$ cat src/rtl/acc_lut_encoder.sv
// Reverse lookup of the accumulator constant table: finds the lowest key whose
// entry equals a given constant by scanning one key per cycle.
`timescale 1ns/1ps
module acc_lut_encoder #(
   parameter int KEY_W = 5,
   parameter int VAL_W = 8
) (
   input  logic             clk,
   input  logic             rst_n,
   input  logic             start,
   input  logic             clear,
   input  logic [VAL_W-1:0] target,
   output logic             busy,
   output logic             done,
   output logic             hit,
   output logic [KEY_W-1:0] key
);

   typedef enum logic [1:0] {IDLE, SCAN, DONE} state_t;

   localparam logic [KEY_W-1:0] LAST_KEY = {KEY_W{1'b1}};

   state_t           state_q, state_d;
   logic [KEY_W-1:0] idx_q, idx_d;
   logic [VAL_W-1:0] tgt_q, tgt_d;
   logic [KEY_W-1:0] key_q, key_d;
   logic             hit_q, hit_d;

   // Must stay bit-identical to the decoder's table.
   function automatic logic [VAL_W-1:0] table_at(input logic [KEY_W-1:0] k);
      case (k)
         KEY_W'(0): table_at = VAL_W'(255);
         KEY_W'(1): table_at = VAL_W'(63);
         KEY_W'(2): table_at = VAL_W'(0);
         KEY_W'(3): table_at = VAL_W'(1);
         KEY_W'(4): table_at = VAL_W'(64);
         KEY_W'(5): table_at = VAL_W'(65);
         default:   table_at = VAL_W'(0);
      endcase
   endfunction

   always_comb begin
      // NOTE: every variable gets a default first so no path leaves it unassigned (no latches).
      state_d = state_q;
      idx_d   = idx_q;
      tgt_d   = tgt_q;
      key_d   = key_q;
      hit_d   = hit_q;
      if (clear) begin
         state_d = IDLE;
         idx_d   = '0;
         key_d   = '0;
         hit_d   = 1'b0;
      end else begin
         case (state_q)
            IDLE: if (start) begin
               tgt_d   = target;
               idx_d   = '0;
               key_d   = '0;
               hit_d   = 1'b0;
               state_d = SCAN;
            end
            SCAN: begin
               if (table_at(idx_q) == tgt_q) begin
                  key_d   = idx_q;
                  hit_d   = 1'b1;
                  state_d = DONE;
               end else if (idx_q == LAST_KEY) begin
                  key_d   = '0;
                  hit_d   = 1'b0;
                  state_d = DONE;
               end else begin
                  idx_d = idx_q + 1'b1;
               end
            end
            DONE:    state_d = IDLE;
            default: state_d = IDLE;
         endcase
      end
   end

   always_ff @(posedge clk or negedge rst_n) begin
      if (!rst_n) begin
         state_q <= IDLE;
         idx_q   <= '0;
         tgt_q   <= '0;
         key_q   <= '0;
         hit_q   <= 1'b0;
      end else begin
         // NOTE: non-blocking so all registers update together from pre-edge values.
         state_q <= state_d;
         idx_q   <= idx_d;
         tgt_q   <= tgt_d;
         key_q   <= key_d;
         hit_q   <= hit_d;
      end
   end

   assign busy = (state_q == SCAN);
   assign done = (state_q == DONE);
   assign hit  = hit_q;
   assign key  = key_q;

endmodule

$ cat config.mk
export PLATFORM = sky130hd
export DESIGN_NAME = acc_lut_encoder
export DESIGN_NICKNAME = d
export VERILOG_FILES = /design/src/rtl/acc_lut_encoder.sv
export SDC_FILE = /design/constraint.sdc
export NUM_CORES = 1
export LEC_CHECK = 0
export BUFFER_PORTS_ARGS = -buffer_cell sky130_fd_sc_hd__buf_2
export CAP_MARGIN = 5
export CORE_MARGIN = 2
export CORE_UTILIZATION = 35
export CTS_BUF_LIST = sky130_fd_sc_hd__clkbuf_16
export CTS_CLUSTER_SIZE = 40
export DETAILED_ROUTE_END_ITERATION = 6
export SLEW_MARGIN = 20
export SYNTH_ARGS = -nofsm -noshare
export SYNTH_HDL_FRONTEND = slang
export SYNTH_SLANG_ARGS = --single-unit
$ cat constraint.sdc
create_clock -name clk -period 1.91 [get_ports clk]
set_input_delay 0.382 -clock clk [delete_from_list [all_inputs] [get_ports clk]]
set_output_delay 0.382 -clock clk [all_outputs]
set_load 0.02 [all_outputs]
==> results.toml <==
[cts]
clockRootBuffer = "clkbuf_16"
hold_buffers = 0
clk_path_buf_depth = 2
cts_htree_levels = 1
cts_tree = "yes"
clk_latency_ns = 0.25
path_clk_slew_ns = 0.06
cts_sinks = 21
numCtsBuffers = 3

[synthesis]
synthCells = 104
yosys.area.top_type_share = 0.4610
synth_edf_count = 0
yosys_warnings = 0
synth_largest_area_cell = "dfrtp_1"
synthArstFlopShare = 1.000
synth_seq_area_share = 0.4610
synth_nets = 120
synth.area.top_cells = "dfrtp_1, a22o_1, ha_1"
netlist_area_um2 = 1140
synthFlopType = "dfrtp_1"
ys_ff_latch = 21
avgSynthCellArea_um2 = 10.96
ys_types = 38

[grt]
grt_pass1_wl_um = 4395
grt_pass1_vias = 964
grtUsageTotal = 0.1596
antenna_found_initial = 0
overflow = 0
grt_max_degree = 22

[routing]
drt_iter0_markers = 40
antenna_left = 0
vias_per_cell = 5.244
wl_per_cell_um = 13.91
drtPass1Iterations = 4
drc_errors = 0
finalWirelength_um = 2504
vias = 944

[sta]
fin_ws_ns = -0.1617
rsz0062_at_grt = "yes"
skew_ns = 0.002068
finalHoldViolations = 0
post-route-period-util = 1.085
clock.fmax_mhz = 482.7
slew_viol_final = 0
tns_ns = -1.479
slew_headroom = 0.6852
setup_viol = 12
period_needed_ns = 2.072
tightestPinTransition_ns = 0.4721

[cells_and_area]
final_util = 0.4972
n_fill_cell = 280
syn_to_final_growth_pct = 34.25
final_cell_mix = "dfrtp_1, buf_2, buf_4, nor2_1, a22o_1"
final_nets = 153
fin_area_um2 = 1530
antenna-diode-count = 0
drive_gt1_frac = 0.4485
layout_commonest_cell = "dfrtp_1"

[setup_path]
required_ns = 2.10
path_class = "reg2reg"
worstPathArrival_ns = 2.26
crit_fanout = 7
worstSetupStartpointType = "flip-flop"
worst_setup_path_end_kind = "flip-flop"

[die]
row_count = 20
coreArea_um2 = 3078
io_pins = 20
start_util = 0.3703
fp.dieH_um = 61.07
dieArea_um2 = 3729
die_w_um = 61.07

[outcome]
violations = "setup timing"
status = "finished, violations left"

[place]
post-dp-hpwl_um = 1749
place_area_um2 = 1343
io_buffers = 19
routabilityCongestion = 0.8590

[power]
leakage_nw = 0.7445
fin_total_pwr_mw = 1.295
power_density_nw_per_um2 = 846.2
vdd_ir_drop_max_mv = 0.3980

[job]
max-cap-violations = 0

[hold_path]
hold_path.class = "in2async"
==> per-layer routing <==
metal | wire length (um) | GRT usage | share of wire | vias up
met4 | 17 | 0.05590 | 0.0068 | 0
met5 | 0 | 0 | 0 | -
met1 | 1129 | 0.2083 | 0.45 | 476
met2 | 1287 | 0.2736 | 0.51 | 15
met3 | 69 | 0.01891 | 0.028 | 2
li1 | - | - | - | 451
==> synth_stat cells (2+ instances only) <==
| master | n |
|---|---|
| and3_1 | 2 |
| mux2_1 | 4 |
| a22o_1 | 8 |
| inv_1 | 5 |
| dfrtp_1 | 21 |
| buf_6 | 3 |
| nor3_2 | 2 |
| nand2_1 | 4 |
| ha_1 | 4 |
| a21o_1 | 2 |
| nor3_1 | 3 |
| mux2_2 | 3 |
| nand3_1 | 2 |
| a21oi_1 | 2 |
| nor2_1 | 9 |
| o21ai_1 | 3 |
| o21ai_0 | 5 |
| nor2b_1 | 2 |
==> sequential cells by signal (all words and copies together) (netlist names) <==
| signal | count |
|---|---|
| tgt_q | 8 |
| idx_q | 5 |
| key | 5 |
| state_q | 2 |
| hit | 1 |
==> through the flow <==
step                      instances  setup slack [ns]  hold slack (ns)
final                           180           -0.1617          0.08359
after global routing            180           -0.2293           0.1291
after CTS                       179           -0.1146           0.1014
after detailed placement        170           -0.1119           0.3706
after global placement          170          -0.05545           0.3578
after floorplan                 104          0.008014          0.08641
==> power by group <==
group / internal [mW] / switching, mW / total (mW)
Combinational: 0.165 / 0.156 / 0.321
Clock: 0.279 / 0.156 / 0.435
Sequential: 0.493 / 0.0456 / 0.538
==> critical path: stages (launching register included) <==
cell and delay [ns]:
dfrtp_2 0.44, inv_2 0.08, ha_4 0.18, and4bb_2 0.25
o21ai_2 0.14, o21ai_2 0.10, and3_4 0.21, or4b_4 0.51
nand3_2 0.08
==> path summary, 6_finish.rpt <==
kind / from / endpoint / slack [ns] / depth (start not counted)
worst max-delay path: idx_q[0] / idx_q[3] / -0.16 / 8
worst min-delay path: rst_n / idx_q[1] / 0.08 / 1
worst max register to register: idx_q[0] / idx_q[3] / -0.16 / 8
worst min register to register: hit / hit / 0.49 / 1
max in group asynchronous: rst_n / idx_q[0] / 1.48 / 1
min in group clk: target[4] / tgt_q[4] / 0.33 / 3
==> cell type report <==
cell class | instances | area [um2] | area share
Sequential cell | 21 | 526.8 | 0.3442
Inverter | 5 | 18.77 | 0.01226
Clock inverter | 1 | 3.754 | 0.002453
Multi-Input combinational cell | 74 | 658.1 | 0.4301
Tap cell | 44 | 55.05 | 0.03598
Clock buffer | 3 | 75.07 | 0.04906
Timing Repair Buffer | 32 | 192.7 | 0.1259
==> timing repair <==
item,in CTS,in global routing
pin swaps,2,9
setup buffers,5,1
resized for setup,4,7
endpoints found under the setup margin,11,13
==> cell families after synthesis <==
family / synth area share
adder cells (fa/ha/maj): 0.04391
AO/OA/AOI/OAI: 0.1844
buffers and inverters: 0.04939
multiplexers: 0.06915
flip-flops: 0.4610
AND/OR/NAND/NOR: 0.1921
No activity file was read; power rests on OpenSTA's default activity.
